**src/rtl/instr_realign_buf_if.sv**
```systemverilog
// Fetch-word and aligned-instruction handshakes of the instruction realigner.
// The slave modport is the realigner; the master modport drives fetch words and consumes instructions.
interface instr_realign_buf_if #(
    parameter int ADDR_W = 64
);
    logic              fetch_valid_i;
    logic              fetch_ready_o;
    logic [ADDR_W-1:0] fetch_addr_i;
    logic [31:0]       fetch_data_i;
    logic              instr_valid_o;
    logic              instr_ready_i;
    logic [31:0]       instr_o;
    logic [ADDR_W-1:0] instr_addr_o;
    logic              is_compressed_o;

    modport slave (
        input  fetch_valid_i,
        input  fetch_addr_i,
        input  fetch_data_i,
        input  instr_ready_i,
        output fetch_ready_o,
        output instr_valid_o,
        output instr_o,
        output instr_addr_o,
        output is_compressed_o
    );

    modport master (
        output fetch_valid_i,
        output fetch_addr_i,
        output fetch_data_i,
        output instr_ready_i,
        input  fetch_ready_o,
        input  instr_valid_o,
        input  instr_o,
        input  instr_addr_o,
        input  is_compressed_o
    );
endinterface

```
**src/rtl/instr_realign_buf.sv**
```systemverilog
// Realigns halfword-aligned RVC/32-bit instructions from 32-bit fetch words, one per cycle.
// Optional macro REALIGN_STRADDLE_FLAG_EN adds straddle_o (32-bit head split across two fetch words).
module instr_realign_buf #(
    parameter int ADDR_W = 64
) (
    input  logic                clk_i,
    input  logic                rst_i,
    input  logic                flush_i,
`ifdef REALIGN_STRADDLE_FLAG_EN
    output logic                straddle_o,
`endif
    instr_realign_buf_if.slave  bus
);

    logic [15:0]       hw_q [3];
    logic [15:0]       hw_d [3];
    logic [15:0]       sh   [3];
    logic [1:0]        cnt_q;
    logic [1:0]        cnt_d;
    logic [1:0]        cnt_ap;
    logic [ADDR_W-1:0] head_q;
    logic [ADDR_W-1:0] head_d;
    logic [ADDR_W-1:0] head_ap;

    logic rvc;
    logic head_valid;
    logic fetch_ready;
    logic pop;
    logic push;

    assign rvc         = (hw_q[0][1:0] != 2'b11);
    assign head_valid  = ((cnt_q != 2'd0) && rvc) || (cnt_q >= 2'd2);
    assign fetch_ready = (cnt_q <= 2'd1);
    // Flush suppresses both handshakes so a redirect never mixes with stale state.
    assign pop         = head_valid && bus.instr_ready_i && !flush_i;
    assign push        = bus.fetch_valid_i && fetch_ready && !flush_i;

    always_comb begin
        for (int i = 0; i < 3; i++) begin
            sh[i] = hw_q[i];
        end
        cnt_ap  = cnt_q;
        head_ap = head_q;
        if (pop) begin
            if (rvc) begin
                sh[0]   = hw_q[1];
                sh[1]   = hw_q[2];
                cnt_ap  = cnt_q - 2'd1;
                head_ap = head_q + ADDR_W'(2);
            end else begin
                sh[0]   = hw_q[2];
                cnt_ap  = cnt_q - 2'd2;
                head_ap = head_q + ADDR_W'(4);
            end
        end

        hw_d   = sh;
        cnt_d  = cnt_ap;
        head_d = head_ap;
        // Push lands behind whatever survived the pop; at most one halfword survives.
        if (push) begin
            if (cnt_ap == 2'd0) begin
                head_d = {bus.fetch_addr_i[ADDR_W-1:1], 1'b0};
                if (bus.fetch_addr_i[1]) begin
                    hw_d[0] = bus.fetch_data_i[31:16];
                    cnt_d   = 2'd1;
                end else begin
                    hw_d[0] = bus.fetch_data_i[15:0];
                    hw_d[1] = bus.fetch_data_i[31:16];
                    cnt_d   = 2'd2;
                end
            end else begin
                hw_d[1] = bus.fetch_data_i[15:0];
                hw_d[2] = bus.fetch_data_i[31:16];
                cnt_d   = 2'd3;
            end
        end
        if (flush_i) begin
            cnt_d = 2'd0;
        end
    end

    always_ff @(posedge clk_i) begin
        if (rst_i) begin
            cnt_q <= 2'd0;
        end else begin
            cnt_q <= cnt_d;
        end
        hw_q   <= hw_d;
        head_q <= head_d;
    end

    assign bus.fetch_ready_o   = fetch_ready;
    assign bus.instr_valid_o   = head_valid;
    assign bus.is_compressed_o = head_valid && rvc;
    assign bus.instr_addr_o    = head_valid ? head_q : '0;
    assign bus.instr_o         = !head_valid ? 32'h0 :
                                 rvc         ? {16'h0, hw_q[0]} : {hw_q[1], hw_q[0]};

`ifdef REALIGN_STRADDLE_FLAG_EN
    // Each accepted word flips wtag_q, so halves of one instruction differ in tag only when split.
    logic tag_q [3];
    logic tag_d [3];
    logic wtag_q;

    always_comb begin
        for (int i = 0; i < 3; i++) begin
            tag_d[i] = tag_q[i];
        end
        if (pop) begin
            if (rvc) begin
                tag_d[0] = tag_q[1];
                tag_d[1] = tag_q[2];
            end else begin
                tag_d[0] = tag_q[2];
            end
        end
        if (push) begin
            if (cnt_ap == 2'd0) begin
                tag_d[0] = wtag_q;
                tag_d[1] = wtag_q;
            end else begin
                tag_d[1] = wtag_q;
                tag_d[2] = wtag_q;
            end
        end
    end

    always_ff @(posedge clk_i) begin
        if (rst_i) begin
            wtag_q <= 1'b0;
        end else if (push) begin
            wtag_q <= ~wtag_q;
        end
        tag_q <= tag_d;
    end

    assign straddle_o = head_valid && !rvc && (tag_q[0] != tag_q[1]);
`endif

endmodule

```
**src/flat_wrapper.sv**
```systemverilog
// flat-port wrapper written by rule: the top's interface ports become plain ports
module instr_realign_buf_flat 
#(
    parameter int ADDR_W = 64
)
  (clk_i, rst_i, flush_i, bus_fetch_valid_i, bus_fetch_addr_i, bus_fetch_data_i, bus_instr_ready_i, bus_fetch_ready_o, bus_instr_valid_o, bus_instr_o, bus_instr_addr_o, bus_is_compressed_o);
  instr_realign_buf_if #(.ADDR_W(ADDR_W)) bus_i ();
  input  logic clk_i;
  input  logic rst_i;
  input  logic flush_i;
  input wire logic [$bits(bus_i.fetch_valid_i)-1:0] bus_fetch_valid_i;
  input wire logic [$bits(bus_i.fetch_addr_i)-1:0] bus_fetch_addr_i;
  input wire logic [$bits(bus_i.fetch_data_i)-1:0] bus_fetch_data_i;
  input wire logic [$bits(bus_i.instr_ready_i)-1:0] bus_instr_ready_i;
  output wire logic [$bits(bus_i.fetch_ready_o)-1:0] bus_fetch_ready_o;
  output wire logic [$bits(bus_i.instr_valid_o)-1:0] bus_instr_valid_o;
  output wire logic [$bits(bus_i.instr_o)-1:0] bus_instr_o;
  output wire logic [$bits(bus_i.instr_addr_o)-1:0] bus_instr_addr_o;
  output wire logic [$bits(bus_i.is_compressed_o)-1:0] bus_is_compressed_o;
  assign bus_i.fetch_valid_i = bus_fetch_valid_i;
  assign bus_i.fetch_addr_i = bus_fetch_addr_i;
  assign bus_i.fetch_data_i = bus_fetch_data_i;
  assign bus_i.instr_ready_i = bus_instr_ready_i;
  assign bus_fetch_ready_o = bus_i.fetch_ready_o;
  assign bus_instr_valid_o = bus_i.instr_valid_o;
  assign bus_instr_o = bus_i.instr_o;
  assign bus_instr_addr_o = bus_i.instr_addr_o;
  assign bus_is_compressed_o = bus_i.is_compressed_o;
  instr_realign_buf #(.ADDR_W(ADDR_W)) u_core (.clk_i(clk_i), .rst_i(rst_i), .flush_i(flush_i), .bus(bus_i));
endmodule
```
**config.mk**
```make
export PLATFORM = sky130hd
export DESIGN_NAME = instr_realign_buf_flat
export DESIGN_NICKNAME = d
export VERILOG_FILES = /design/src/rtl/instr_realign_buf_if.sv /design/src/rtl/instr_realign_buf.sv /design/src/flat_wrapper.sv
export SDC_FILE = /design/constraint.sdc
export NUM_CORES = 1
export LEC_CHECK = 0
export ABC_AREA = 0
export BUFFER_PORTS_ARGS = -buffer_cell sky130_fd_sc_hd__buf_2
export CAP_MARGIN = 20
export CORE_ASPECT_RATIO = 1.5
export CORE_MARGIN = 2
export CORE_UTILIZATION = 35
export CTS_CLUSTER_DIAMETER = 200
export DETAILED_ROUTE_END_ITERATION = 10
export GPL_ROUTABILITY_DRIVEN = 0
export PLACE_DENSITY_LB_ADDON = 0.05
export SYNTH_ARGS = -nofsm -noshare
export SYNTH_HDL_FRONTEND = slang
export SYNTH_SLANG_ARGS = --single-unit
export TNS_END_PERCENT = 10
```
**constraint.sdc**
```tcl
create_clock -name clk_i -period 3.58 [get_ports clk_i]
set_input_delay 0.358 -clock clk_i [delete_from_list [all_inputs] [get_ports clk_i]]
set_output_delay 0.358 -clock clk_i [all_outputs]
set_load 0.03 [all_outputs]
```
* Yosys cells after proc, flatten, opt, wreduce, memory -nomap -nowiden
Cells that the tools add are included.
Word-level totals: register bits after elaboration 114, input bits 101, output and inout port bits 99, logic and storage cells 46
Cells by class: $add $sub $neg 4, $lt $le $gt $ge 2, reduce and logical (&&, ||, !) cells 12, muxes and demuxes 21, eq/ne operators 1, bitwise logic cells 1
Operator list (count):
- 64-bit two-way mux | 5
- 16-bit two-way mux | 7
- 32-bit two-way mux | 3
- 64-bit by 2-bit adder with 64-bit output (second input constant) | 1
- 64-bit by 3-bit adder with 64-bit output (second input constant) | 1
- 48-bit two-way mux | 1
- 2-bit two-way mux | 5
- 1-bit logical AND | 6
- 2-bit >= comparator (second input constant) | 1
- 2-bit by 1-bit <= comparator with 1-bit output (second input constant) | 1
- 2-bit zero test | 1
- 2-bit inequality test (second input constant) | 1
- 2-bit AND reduction | 1
- 2-bit nonzero test | 1
- 2-bit OR reduction | 1
- 2-bit by 1-bit subtractor with 2-bit output (second input constant) | 1
- 2-bit subtractor (second input constant) | 1
- 1-bit zero test | 1
- 1-bit logical OR | 1
- 1-bit NOT | 1

* Longest topological paths before layout
word-level depth 9, depth in mapped cells 11, gate-level depth less buffers 8

* Least setup slack after synthesis
No wires, ideal clock.
path type reg-to-output, start reg u_core.cnt_q[0], end out bus_instr_addr_o[52], cell stages (with the launch flop) 9, arrival time 2146 ps, slack 1076 ps, required time 3222 ps, buffers on the path 2, cell sequence dfxtp_1 -> inv_1 -> ha_1 -> or2_2 -> buf_2 -> nor2_1 -> inv_1 -> clkbuf_1 -> and2_1
On the way: longest elaborated chain between the ends 4, elaborated cells on any way between the ends 5, classes of those cells order compare (1); mux (1); reduce/logical (3)
Ends and longest elaborated chain:
- start: declaration | RTL line instr_realign_buf.sv:18 | logic [1:0] cnt_q;
- start signal: assignment | RTL line instr_realign_buf.sv:87 | cnt_q <= cnt_d;
- parallel branches: the longest is 2 deep, another holds 2-bit >= comparator
- 1-bit logical OR (*) | RTL line instr_realign_buf.sv:32 | assign head_valid = ((cnt_q != 2'd0) && rvc) || (cnt_q >= 2'd2);
- net bus_instr_valid_o | RTL line flat_wrapper.sv:16 | output wire logic [$bits(bus_i.instr_valid_o)-1:0] bus_instr_valid_o;
- 64-bit two-way mux (*) | RTL line instr_realign_buf.sv:96 | assign bus.instr_addr_o = head_valid ? head_q : '0;
- end: declaration | RTL line flat_wrapper.sv:18 | output wire logic [$bits(bus_i.instr_addr_o)-1:0] bus_instr_addr_o;
Mark *: on every way through the listed nets, which the timed path passes.

* Worst setup path in the final report
start reg u_core.cnt_q[1], end reg u_core.head_q[63]
On the way: longest elaborated chain between the ends 9, elaborated cells on any way between the ends 17, classes of those cells add/sub (2); order compare (2); mux (5); reduce/logical (8)
Ends and longest elaborated chain:
- parallel branches: the longest is 8 deep, another holds 2-bit >= comparator
- 64-bit two-way mux (*) | RTL line instr_realign_buf.sv:61 | if (push) begin
- net u_core.head_d[63] | RTL line instr_realign_buf.sv:22 | logic [ADDR_W-1:0] head_d;
- end signal: assignment | RTL line instr_realign_buf.sv:90 | head_q <= head_d;
- end: declaration | RTL line instr_realign_buf.sv:21 | logic [ADDR_W-1:0] head_q;
Marked as above. A chain may end at the register's enable or synchronous reset.

==> flow_results.xml <==
<?xml version="1.0" encoding="UTF-8"?>
<metrics>
  <group name="layout">
    <metric name="synth_to_layout_area_growth" unit="%">27.2</metric>
    <metric name="final_util" unit="%">45.2</metric>
    <metric name="antenna-diode-count" unit="">0</metric>
    <metric name="filler_cell_count" unit="">2064</metric>
    <metric name="register_area" unit="mm2">0.00242</metric>
    <metric name="multi_input_gate_area" unit="mm2">0.00401</metric>
    <metric name="layout-drive-gt1-share" unit="%">25.9</metric>
    <metric name="total_number_of_nets_in_the_final_design" unit="">1114</metric>
    <metric name="final-instance-count-excl-fill" unit="">1277</metric>
    <metric name="post-route-cell-area" unit="mm2">0.00863</metric>
  </group>
  <group name="timing">
    <metric name="setup-violations-final" unit="">0</metric>
    <metric name="fmaxAchievable" unit="GHz">0.328</metric>
    <metric name="fin_tns_setup" unit="ns">0</metric>
    <metric name="finalCritPeriodShare" unit="%">85.2</metric>
    <metric name="count_of_final_hold_check_violations" unit="">0</metric>
    <metric name="timing.max_slew.rel_slack" unit="%">40.3</metric>
    <metric name="min_period" unit="ns">3.05</metric>
    <metric name="worst_clock_skew_on_the_final_layout" unit="ns">0.00993</metric>
    <metric name="tightestPinTransition" unit="ns">0.895</metric>
    <metric name="final-max-slew-violation-count" unit="">0</metric>
    <metric name="rsz0062_at_grt" unit="">no</metric>
    <metric name="final_critical_path_setup_slack" unit="ns">0.531</metric>
  </group>
  <group name="cts">
    <metric name="cts-root-buf" unit="">sky130_fd_sc_hd__clkbuf_16</metric>
    <metric name="ctsHtreeMaxLevel" unit="">4</metric>
    <metric name="num_cts_buffers" unit="">17</metric>
    <metric name="cts_tree" unit="">built</metric>
    <metric name="cts_sinks" unit="">113</metric>
    <metric name="post_cts.repair.setup_buffers" unit="">0</metric>
    <metric name="clk_latency" unit="ns">0.42</metric>
    <metric name="cts.hold.buffers_added" unit="">0</metric>
    <metric name="clock_tree_buf_depth" unit="">2</metric>
    <metric name="post_cts_resized" unit="">0</metric>
    <metric name="clk_pin_slew" unit="ns">0.06</metric>
  </group>
  <group name="placement">
    <metric name="number_of_port_buffers" unit="">197</metric>
    <metric name="placement.cell_area" unit="mm2">0.00798</metric>
    <metric name="dp.cells" unit="">1244</metric>
    <metric name="detailedPlace.worstSlack" unit="ns">0.544</metric>
    <metric name="dp_hpwl" unit="um">16300</metric>
  </group>
  <group name="global_routing">
    <metric name="grt.busiest_layer" unit="">met2</metric>
    <metric name="grt.met3_usage" unit="%">4.33</metric>
    <metric name="grt.met2_usage" unit="%">40.7</metric>
    <metric name="grt_pass1_wl" unit="um">36000</metric>
    <metric name="remaining_global_route_overflow" unit="">0</metric>
    <metric name="grt_start_max_net_pins" unit="">80</metric>
    <metric name="gr-usage-all-layers" unit="%">22.1</metric>
    <metric name="first_global_vias" unit="">6841</metric>
    <metric name="met1_usage" unit="%">24.4</metric>
    <metric name="grt_antenna_before_repair" unit="">1</metric>
  </group>
  <group name="critical_path">
    <metric name="worst-path-stages" unit="">7</metric>
    <metric name="rr_worst_depth" unit="">7</metric>
    <metric name="cp_top_family" unit="">simple AND/OR/NAND/NOR gates</metric>
    <metric name="worst-r2r-setup-slack" unit="ns">0.53</metric>
    <metric name="path_class" unit="">flop to flop</metric>
    <metric name="arrival" unit="ns">3.40</metric>
    <metric name="critPathBufInv" unit="">1</metric>
    <metric name="worstReg2RegStart" unit="">u_core.cnt_q[1]</metric>
    <metric name="cp_max_fo" unit="">16</metric>
    <metric name="critPathLaunchType" unit="">flop</metric>
    <metric name="cp-end-kind" unit="">flop</metric>
    <metric name="critical-path-max-stage-delay" unit="ns">0.88</metric>
    <metric name="crit_slowest_cell" unit="">sky130_fd_sc_hd__or4_1</metric>
    <metric name="worst_ep_required_time" unit="ns">3.93</metric>
    <metric name="end_of_the_worst_register_to_register_path" unit="">u_core.head_q[63]</metric>
    <metric name="cp_cell_sequence" unit="">inv_1, ha_1, a21oi_2, o211ai_4, or4_1, or4_1, a31oi_1</metric>
    <metric name="critical_path.most_common_cell" unit="">sky130_fd_sc_hd__or4_1</metric>
  </group>
  <group name="floorplan">
    <metric name="die_h" unit="um">175</metric>
    <metric name="core" unit="mm2">0.0191</metric>
    <metric name="fp.dieArea" unit="mm2">0.0205</metric>
    <metric name="row_count" unit="">62</metric>
    <metric name="start_util" unit="%">35.6</metric>
    <metric name="io-pin-count" unit="">200</metric>
    <metric name="floorplan.die.width" unit="um">118</metric>
  </group>
  <group name="routing">
    <metric name="drt_drc_violations_left" unit="">0</metric>
    <metric name="vias_per_cell" unit="">5.38</metric>
    <metric name="drtAntennaViolNets" unit="">0</metric>
    <metric name="detail_route.wl_per_cell" unit="um">18.0</metric>
    <metric name="drt_first_iter_violations" unit="">346</metric>
    <metric name="detailroute.via_count" unit="">6864</metric>
    <metric name="routed_wirelength" unit="um">22900</metric>
    <metric name="first_pass_iters" unit="">4</metric>
  </group>
  <group name="logic_synthesis">
    <metric name="most_frequent_cell_after_synthesis" unit="">sky130_fd_sc_hd__dfxtp_1</metric>
    <metric name="syn_nets" unit="">946</metric>
    <metric name="ys.warnings.count" unit="">0</metric>
    <metric name="synth_commonest_cells" unit="">sky130_fd_sc_hd__dfxtp_1, sky130_fd_sc_hd__nor3_1, sky130_fd_sc_hd__and2_1, sky130_fd_sc_hd__a21oi_1, sky130_fd_sc_hd__nand2_1</metric>
    <metric name="post_synth_instance_area" unit="mm2">0.00679</metric>
    <metric name="synth.lib_cells_used.distinct" unit="">49</metric>
    <metric name="post_synth.cell_area_avg" unit="um2">8.08</metric>
    <metric name="synth-async-reset-ratio" unit="%">0</metric>
    <metric name="synth_edf_count" unit="">16</metric>
    <metric name="ff_latch_count_synth" unit="">113</metric>
    <metric name="register_area_share_after_synthesis" unit="%">35.7</metric>
    <metric name="syn-instance-count" unit="">840</metric>
    <metric name="synth_top_cell_by_area" unit="">sky130_fd_sc_hd__dfxtp_1</metric>
    <metric name="ys.flop_type" unit="">sky130_fd_sc_hd__dfxtp_1</metric>
    <metric name="synth_top_cell_area_share" unit="%">28.6</metric>
    <metric name="most_area_consuming_cells_after_synthesis" unit="">sky130_fd_sc_hd__dfxtp_1, sky130_fd_sc_hd__and2_1, sky130_fd_sc_hd__mux2i_1</metric>
  </group>
  <group name="pwr">
    <metric name="power_switching_share" unit="%">36.8</metric>
    <metric name="power_frac_clock" unit="%">34.2</metric>
    <metric name="internal-power" unit="mW">3.36</metric>
    <metric name="powerDensity" unit="mW/mm2">615</metric>
    <metric name="power.static_leakage" unit="nW">3.69</metric>
    <metric name="p_sw" unit="mW">1.95</metric>
    <metric name="combPwrFrac" unit="%">29.6</metric>
    <metric name="worst_ir_drop_vdd" unit="V">0.000344</metric>
    <metric name="sequentialPowerShare" unit="%">36.2</metric>
  </group>
  <group name="outcome">
    <metric name="outcome" unit="">finished clean</metric>
  </group>
  <group name="min_path">
    <metric name="min_delay_worst_endpoint" unit="">u_core.cnt_q[1]</metric>
    <metric name="worst_hold_path_depth" unit="">2</metric>
    <metric name="timing.hold.worst.start" unit="">rst_i</metric>
    <metric name="timing.hold.worst.class" unit="">input port to flop</metric>
  </group>
  <group name="flow_run">
    <metric name="drv_cap" unit="">0</metric>
  </group>
</metrics>
==> layout by cell type (no fill, tap or decap), drive strengths merged, types with 16 or more instances in the layout <==
| master | n |
|---|---|
| buf | 216 |
| dfxtp | 97 |
| nor3 | 88 |
| and2 | 82 |
| a21oi | 65 |
| nand2 | 55 |
| mux2i | 48 |
| nand4 | 38 |
| a31oi | 35 |
| o21ai | 28 |
| or3 | 27 |
| inv | 25 |
| and3 | 23 |
| xnor2 | 18 |
| clkbuf | 18 |
| nor2 | 17 |
| a221oi | 16 |
| edfxtp | 16 |
| nand3 | 16 |
==> routing by layer <==
| layer | vias to the layer above | wire, um |
|---|---|---|
| met5 | - | 11 |
| met4 | 2 | 601 |
| met3 | 41 | 967 |
| met2 | 174 | 12000 |
| met1 | 3226 | 9300 |
| li1 | 3421 | - |
==> registers in the layout (all words and copies together) (netlist names) <==
register       cells
u_core.hw_q       48
u_core.cnt_q       2
u_core.head_q     63
==> how the worst max path moves through the flow <==
stage | from | to
2_1_floorplan | u_core.cnt_q[0] | bus_instr_addr_o[52]
3_3_place_gp | u_core.cnt_q[0] | u_core.head_q[39]
3_5_place_dp | u_core.cnt_q[0] | u_core.head_q[39]
4_1_cts | u_core.cnt_q[1] | bus_instr_addr_o[3]
5_1_grt | u_core.cnt_q[1] | u_core.head_q[41]
6_report | u_core.cnt_q[1] | u_core.head_q[63]
==> metrics by stage <==
step | power, mW | hold slack (ns)
after CTS | 5.35 | 0.0953
after detailed placement | 3.52 | 0.512
after global routing | 5.60 | 0.103
after global placement | 3.50 | 0.500
after floorplan | 2.99 | 0.431
final | 5.31 | 0.111
==> power groups by stage <==
stage	clock [mW]	combinational, mW	sequential, mW
after floorplan	0	1.17	1.82
after global placement	0	1.56	1.94
after detailed placement	0	1.57	1.94
after CTS	1.85	1.58	1.92
after global routing	1.90	1.72	1.97
final	1.82	1.57	1.92
==> worst reg2reg max path: stages, from the launching register on <==
cell and delay, ns:
sky130_fd_sc_hd__dfxtp_1 0.43, sky130_fd_sc_hd__inv_1 0.14, sky130_fd_sc_hd__ha_1 0.24, sky130_fd_sc_hd__a21oi_2 0.29, sky130_fd_sc_hd__o211ai_4 0.21, sky130_fd_sc_hd__or4_1 0.88, sky130_fd_sc_hd__or4_1 0.63, sky130_fd_sc_hd__a31oi_1 0.17
==> kinds of logic after synthesis <==
| kind of cell | synth area share (%) |
|---|---|
| other cells | 0.0552 |
| simple gates | 32.2 |
| flops | 35.7 |
| buf+inv | 5.49 |
| fa+ha+maj | 0.922 |
| xor+xnor | 3.87 |
| mux | 7.08 |
| compound gates | 14.7 |
==> cell type report <==
| class | instances | share of cell area (%) |
|---|---|---|
| sequential | 113 | 28.1 |
| clock buffer | 18 | 5.09 |
| clock inverter | 14 | 2.19 |
| inverter | 25 | 1.09 |
| tap | 256 | 3.71 |
| timing repair buffer | 216 | 13.4 |
| multi-input combinational | 635 | 46.5 |
No activity file was read; power rests on OpenSTA's default activity.
